--- src/rtl/s641_bist_ctrl.sv ---
// BIST sequencer for the s641 core: flush, LFSR pattern stream on cut_pi, MISR compaction of cut_po.
// DONE follows the first BUSY cycle by INIT_CYCLES+N_PATTERNS+CAP_LAT cycles; no backpressure, start/done handshake only.
module s641_bist_ctrl #(
    parameter int              N_IN        = 35,
    parameter int              N_OUT       = 24,
    parameter int              N_PATTERNS  = 1024,
    parameter int              INIT_CYCLES = 4,
    parameter int              CAP_LAT     = 0,
    parameter logic [N_IN-1:0]  SEED        = 35'h000000001,
    parameter logic [N_IN-1:0]  POLY_IN     = 35'h000000005,
    parameter logic [N_OUT-1:0] POLY_OUT    = 24'h000087,
    parameter logic [N_IN-1:0]  INIT_VEC    = 35'h0
) (
    input  logic                        ck,
    input  logic                        resetn,
    input  logic                        start,
    input  logic                        abort,
    input  logic [N_OUT-1:0]            golden_sig,
    input  logic [N_OUT-1:0]            cut_po,
    output logic [N_IN-1:0]             cut_pi,
    output logic                        busy,
    output logic                        done,
    output logic                        pass,
    output logic [N_OUT-1:0]            signature,
    output logic [$clog2(N_PATTERNS):0] pat_cnt
);

    localparam int PCW = $clog2(N_PATTERNS) + 1;
    localparam int CCW = $clog2(INIT_CYCLES + N_PATTERNS + CAP_LAT + 1);
    localparam int PW  = (CAP_LAT > 0) ? CAP_LAT : 1;

    typedef enum logic [2:0] {S_IDLE, S_INIT, S_RUN, S_DRAIN, S_DONE} state_t;

    state_t           state, state_nxt;
    logic [CCW-1:0]   cyc;
    logic [N_IN-1:0]  lfsr, lfsr_nxt;
    logic [PW-1:0]    vpipe;
    logic [N_OUT-1:0] misr_nxt, sig_upd;
    logic             cap_vld, enter_init, enter_done;

    always_ff @(posedge ck) begin
        if (!resetn) state <= S_IDLE;
        else         state <= state_nxt;
    end

    // abort has priority over every other exit of a busy state
    always_comb begin
        state_nxt = state;
        case (state)
            S_IDLE:  if (start) state_nxt = S_INIT;
            S_INIT:  if (abort) state_nxt = S_IDLE;
                     else if (cyc == CCW'(INIT_CYCLES - 1)) state_nxt = S_RUN;
            S_RUN:   if (abort) state_nxt = S_IDLE;
                     else if (cyc == CCW'(N_PATTERNS - 1))
                         state_nxt = (CAP_LAT == 0) ? S_DONE : S_DRAIN;
            S_DRAIN: if (abort) state_nxt = S_IDLE;
                     else if (cyc == CCW'(CAP_LAT - 1)) state_nxt = S_DONE;
            S_DONE:  if (start) state_nxt = S_INIT;
            default: state_nxt = S_IDLE;
        endcase
    end

    assign busy       = (state == S_INIT) || (state == S_RUN) || (state == S_DRAIN);
    assign done       = (state == S_DONE);
    assign enter_init = (state_nxt == S_INIT) && (state != S_INIT);
    assign enter_done = (state_nxt == S_DONE) && (state != S_DONE);

    // capture strobe trails each RUN cycle by CAP_LAT cycles; an abort edge never captures
    assign cap_vld  = ((CAP_LAT == 0) ? (state == S_RUN) : vpipe[PW-1])
                      && busy && (state_nxt != S_IDLE);
    assign lfsr_nxt = {lfsr[N_IN-2:0], 1'b0} ^ (lfsr[N_IN-1] ? POLY_IN : '0);
    assign misr_nxt = {signature[N_OUT-2:0], 1'b0} ^ (signature[N_OUT-1] ? POLY_OUT : '0) ^ cut_po;
    assign sig_upd  = cap_vld ? misr_nxt : signature;

    always_ff @(posedge ck) begin
        if (!resetn) begin
            cyc       <= '0;
            lfsr      <= SEED;
            vpipe     <= '0;
            cut_pi    <= '0;
            signature <= '0;
            pat_cnt   <= '0;
            pass      <= 1'b0;
        end else begin
            cyc   <= (state_nxt != state) ? '0 : (busy ? cyc + 1'b1 : cyc);
            vpipe <= (state_nxt == S_IDLE) ? '0 : ((vpipe << 1) | PW'(state == S_RUN));
            case (state_nxt)
                S_RUN:           cut_pi <= lfsr;
                S_INIT, S_DRAIN: cut_pi <= INIT_VEC;
                default:         cut_pi <= '0;
            endcase
            if (enter_init) begin
                lfsr      <= SEED;
                signature <= '0;
                pat_cnt   <= '0;
                pass      <= 1'b0;
            end else begin
                if (state_nxt == S_RUN) lfsr <= lfsr_nxt;
                signature <= sig_upd;
                if ((state == S_RUN) && (pat_cnt != PCW'(N_PATTERNS))) pat_cnt <= pat_cnt + 1'b1;
                // the last capture lands on the same edge that enters DONE
                if (enter_done)              pass <= (sig_upd == golden_sig);
                else if (state_nxt != S_DONE) pass <= 1'b0;
            end
        end
    end

endmodule
--- config.mk ---
export PLATFORM = sky130hd
export DESIGN_NAME = s641_bist_ctrl
export DESIGN_NICKNAME = d
export VERILOG_FILES = /design/src/rtl/s641_bist_ctrl.sv
export SDC_FILE = /design/constraint.sdc
export NUM_CORES = 1
export LEC_CHECK = 0
export CORE_ASPECT_RATIO = 1.4
export CORE_MARGIN = 4
export CORE_UTILIZATION = 40
export DETAILED_ROUTE_END_ITERATION = 16
export PLACE_DENSITY = 0.69
export SLEW_MARGIN = 20
export SYNTH_ARGS = -nofsm -noshare
export SYNTH_HDL_FRONTEND = slang
export SYNTH_SLANG_ARGS = --single-unit
--- constraint.sdc ---
create_clock -name ck -period 3.6 [get_ports ck]
set_input_delay 0.72 -clock ck [delete_from_list [all_inputs] [get_ports ck]]
set_output_delay 0.72 -clock ck [all_outputs]
set_load 0.02 [all_outputs]
Word-level counts from Yosys, hierarchy flattened
Index checks and enable logic that the tools add are counted.

Bits of input ports: 52. Logic and storage cells: 56. Output and inout port bits: 73. Register bits after elaboration: 120.

Equality and inequality tests: 16. $add $sub $neg: 2. Mux-type cells: 13. Bitwise operators: 4. Reductions and logical operators: 14.

Operators by type and width (number): XOR 35 x 3 -> 35 bit (1); equality test 24 bit (1); two-way mux 24 bit (1); two-way mux 3 bit (8); XOR 24 bit (1); XOR 24 x 8 -> 24 bit (1); adder 11 x 1 -> 11 bit, second input constant (2); one-hot mux 3 bit (4 select lines) (1); equality test 11 x 10 -> 1 bit, second input constant (1); equality test 11 bit, second input constant (1); equality test 11 x 2 -> 1 bit, second input constant (1); != test 11 bit, second input constant (1); equality test 3 x 2 -> 1 bit, second input constant (3); two-way mux 8 bit (1); equality test 3 x 1 -> 1 bit, second input constant (2); equality test 3 bit, second input constant (2); != test 3 bit, second input constant (2); OR reduction 2 bit (3); logical AND 1 bit (5); zero test 3 bit (1); != test 3 x 1 -> 1 bit, second input constant (1); != test 3 bit (1); nonzero test 3 bit (1); logical OR 1 bit (2); other kinds (4) (5).

Depth between registers and ports, before layout
Word-level depth: 9. Depth in mapped cells: 9. Mapped depth without buffers: 7.

Worst setup path after synthesis
No wires, ideal clock.

Path kind: in2reg. Start: input abort. End: register pass. Buffers on the path: 2. Stages: 8. Data required time: 3.531 ns. Arrival time: 2.223 ns. Setup slack: 1.308 ns. Library setup time: 0.069 ns. Cells stage by stage: nor4b_1 > buf_2 > buf_4 > mux2i_1 > xnor2_1 > nor4_1 > nand4_1 > o21ai_1.

Longest elaborated chain between the ends: 7. Elaborated cells on any way between the ends: 16. Classes of those cells: eq/ne: 4; mux: 6; reduce/logical: 6.

RTL lines: from (decl) (RTL line 17) `input logic abort,`; two-way mux 3 bit (on tied branches) (RTL line 56, 51, 53); one-hot mux 3 bit (4 select lines) * (RTL line 49) `case (state)`; nonzero test 3 bit (RTL line 70) `&& busy && (state_nxt != S_IDLE);`; logical AND 1 bit (RTL line 70); two-way mux 24 bit (RTL line 73) `assign sig_upd = cap_vld ? misr_nxt : signature;`; equality test 24 bit (RTL line 102) `if (enter_done) pass <= (sig_upd == golden_sig);`; two-way mux 1 bit (RTL line 102); to (signal assigned) (RTL line 102); to (decl) (RTL line 23) `output logic pass,`.

Every way passes the cells marked *; elsewhere a longest branch is shown, timed or not. A chain may end at the register's enable or synchronous reset.

Worst setup path in the final report
Start: register state[1]. End: output busy.

Longest elaborated chain between the ends: 3. Elaborated cells on any way between the ends: 5. Classes of those cells: eq/ne: 3; reduce/logical: 2.

RTL lines: from (decl) (RTL line 34) `state_t state, state_nxt;`; from (signal assigned) (RTL line 43) `else state <= state_nxt;`; equality test 3 x 1 -> 1 bit or equality test 3 x 2 -> 1 bit (tied branches) (RTL line 63) `assign busy = (state == S_INIT) || (state == S_RUN) || (state == S_DRAIN);`; logical OR 1 bit (RTL line 63); logical OR 1 bit * (RTL line 63); to (decl) (RTL line 21) `output logic busy,`.

Marks and branches as above.

==> flow_summary.yaml <==
yosys:
  ys_ff_latch: 120
  ys.flop_type: "dfxtp_1"
  synth_most_common_cell: "dfxtp_1"
  syn_inst: 501
  syn_area_sq_um: 4910
  synthTopCellsByArea: "dfxtp_1, mux2i_1, nor2_1"
  synth_top_area_share: 0.489
  synth_top_area_cell: "dfxtp_1"
  yosysSeqAreaShare: 0.489
  synth_cell_type_count: 37
  synth-edff-count: 0
  yosys_warnings: 0
  syn_nets: 556
  syn_avg_cell_area_sq_um: 9.81
  synth_common_cells: "dfxtp_1, nor2_1, mux2i_1"
  synth-async-reset-ratio: 0
worst_hold_path:
  hold_start: "pass"
  hold_class: "reg2reg"
route:
  ant_nets: 0
  first_iter_violations: 130
  highest_layer: "met4"
  wl_per_cell_um: 14.2
  dr.pass1.iters: 4
  avgViaCountPerCell: 4.91
  drc: 0
  wl_met3_um: 933
  wirelength_mm: 11.1
  met1_length_mm: 4.39
  vias: 3839
  met2RoutedLength_mm: 5.53
timing:
  finalSetupViolCount: 0
  drv_slew: 0
  relSlewSlack: 0.534
  setup-tns-final_ns: 0
  final-hold-violation-count: 0
  fin_crit_ns: 2.77
  fmax_mhz: 361
  post-route-period-util: 0.769
  finClkSkew_ns: 0.00723
  worst_slew_pin_slew_ns: 0.689
  rsz0062_at_grt: "false"
cells_and_area:
  nFillCells: 1053
  synthToLayoutAreaGrowth_pct: 40.0
  layout.nets: 677
  drive_above_1_share: 0.0661
  antenna_cells: 0
floorplan:
  dieHeight_um: 139
  start_util: 0.412
  io_pins: 125
  rows: 47
  core_sq_um: 11900
  die_w_um: 102
  die-area_sq_um: 14100
clock_tree:
  cts_tree: "yes"
  clock-sinks: 120
  clk_path_buf_depth: 2
  cts-root-buf: "clkbuf_16"
  post_cts_buffers: 0
  clk_latency_ns: 0.40
  hold_buffers: 0
  cts_resized: 0
  cts_max_level: 4
  clkTransAtPathRegs_ns: 0.06
  cts_buffers: 17
grt:
  gr-total-overflow: 0
  grt_pass1_wl_mm: 18.0
  grt_usage: 0.160
  antenna_found_initial: 0
  grt_max_degree: 72
  grt_pass1_vias: 3875
critical_path:
  worstPathMaxFanout: 13
  end_kind: "primary output"
  worst_ep_required_time_ns: 2.88
  reg2reg_from: "cyc[0]"
  arrival_ns: 2.05
  crit_path_start: "state[1]"
  cp-start-kind: "flop"
  critical_path_class: "reg2out"
power:
  power.leakage_nw: 2.50
  total_power_mw: 3.19
  ir_worst_vdd_mv: 0.263
  power_density_nw_per_um2: 463
status:
  status: "finished clean"
run:
  cap_violations: 0
placed_design:
  dp_hpwl_mm: 8.10
  gp_congestion: 0.820
  io_buffers: 124
## sequential cells by signal (all words and copies together), names as in the netlist
name       count
cut_pi        35
cyc           11
lfsr          35
pass           1
pat_cnt       11
signature     24
state          3
## critical path, stage by stage, from the launching register on
cell             delay (ns)
dfxtp_1                0.53
nor2_1                 0.14
nor2_1                 0.30
clkdlybuf4s50_1        0.68
## cell families (layout without fill, tap and decap cells)
kind of cell | after synthesis | after routing | share of synthesized area
XOR/XNOR | 69 | 69 | 0.123
flip-flops | 120 | 120 | 0.489
adder cells (fa/ha/maj) | 3 | 3 | 0.00764
AO/OA/AOI/OAI | 28 | 28 | 0.0390
multiplexers | 55 | 55 | 0.112
buffers and inverters | 35 | 169 | 0.0377
AND/OR/NAND/NOR | 191 | 191 | 0.192
## power breakdown
| group | total [mW] | switching (mW) | internal, mW | leakage [nW] |
|---|---|---|---|---|
| clock | 1.71 | 0.603 | 1.11 | 0.292 |
| combinational | 0.141 | 0.0634 | 0.0778 | 1.24 |
| sequential | 1.33 | 0.00281 | 1.33 | 0.966 |
| total | 3.19 | 0.669 | 2.52 | 2.50 |
## cell type report
cell class              instances  area [sq um]  share of cell area
well taps                     147           184              0.0267
clock inverters                14           175              0.0255
repair buffers                129          1300               0.190
flip-flops and latches        120          2400               0.349
clock buffers                  18           439              0.0638
inverters                       8          30.0             0.00437
multi-input cells             346          2340               0.341
## cells in the final DEF, fill, tap and decap left out, types with 2 or more instances in the layout
| cell | n |
|---|---|
| o21ai_1 | 2 |
| clkinvlp_4 | 3 |
| nand3b_1 | 3 |
| o21ai_0 | 6 |
| and4b_1 | 2 |
| mux2i_1 | 55 |
| xnor2_1 | 36 |
| nor4_1 | 10 |
| ha_1 | 3 |
| nand4_1 | 8 |
| bufinv_16 | 3 |
| a21oi_1 | 8 |
| nor2_1 | 84 |
| inv_1 | 8 |
| nor3_1 | 3 |
| dfxtp_1 | 120 |
| nand2_1 | 24 |
| and3_1 | 38 |
| o21ai_4 | 2 |
| or3_1 | 4 |
| and2_1 | 3 |
| nand3_1 | 5 |
| clkbuf_16 | 17 |
| buf_12 | 2 |
| a211oi_1 | 2 |
| nor4b_1 | 3 |
| clkdlybuf4s50_1 | 124 |
| clkinv_4 | 5 |
| clkinv_2 | 2 |
| xor2_1 | 33 |
| buf_4 | 3 |
| o2111a_1 | 2 |
## final timing paths
path | end | slack, ns | depth (start not counted)
worst min-delay path | pass | 0.48 | 2
worst min register to register | pass | 0.48 | 2
worst max-delay path | busy | 0.83 | 3
worst max register to register | lfsr[0] | 1.20 | 8
## through the flow
step | util | worst slack (ns) | hold slack (ns) | instances | area, sq um
finish | 0.576 | 0.832 | 0.476 | 782 | 6880
global route | 0.576 | 0.712 | 0.506 | 782 | 6880
CTS | 0.576 | 0.771 | 0.473 | 782 | 6880
detailed placement | 0.525 | 0.629 | 0.460 | 750 | 6260
global placement | 0.525 | 0.624 | 0.465 | 750 | 6260
floorplan | - | 1.31 | 0.467 | 501 | 4910
## metal layers
layer,vias to the layer above,GRT usage
li1,1950,-
met1,1733,0.172
met2,138,0.269
met3,18,0.0755
met4,0,0.0623
met5,-,0
Power figures use the tool's default switching activity.
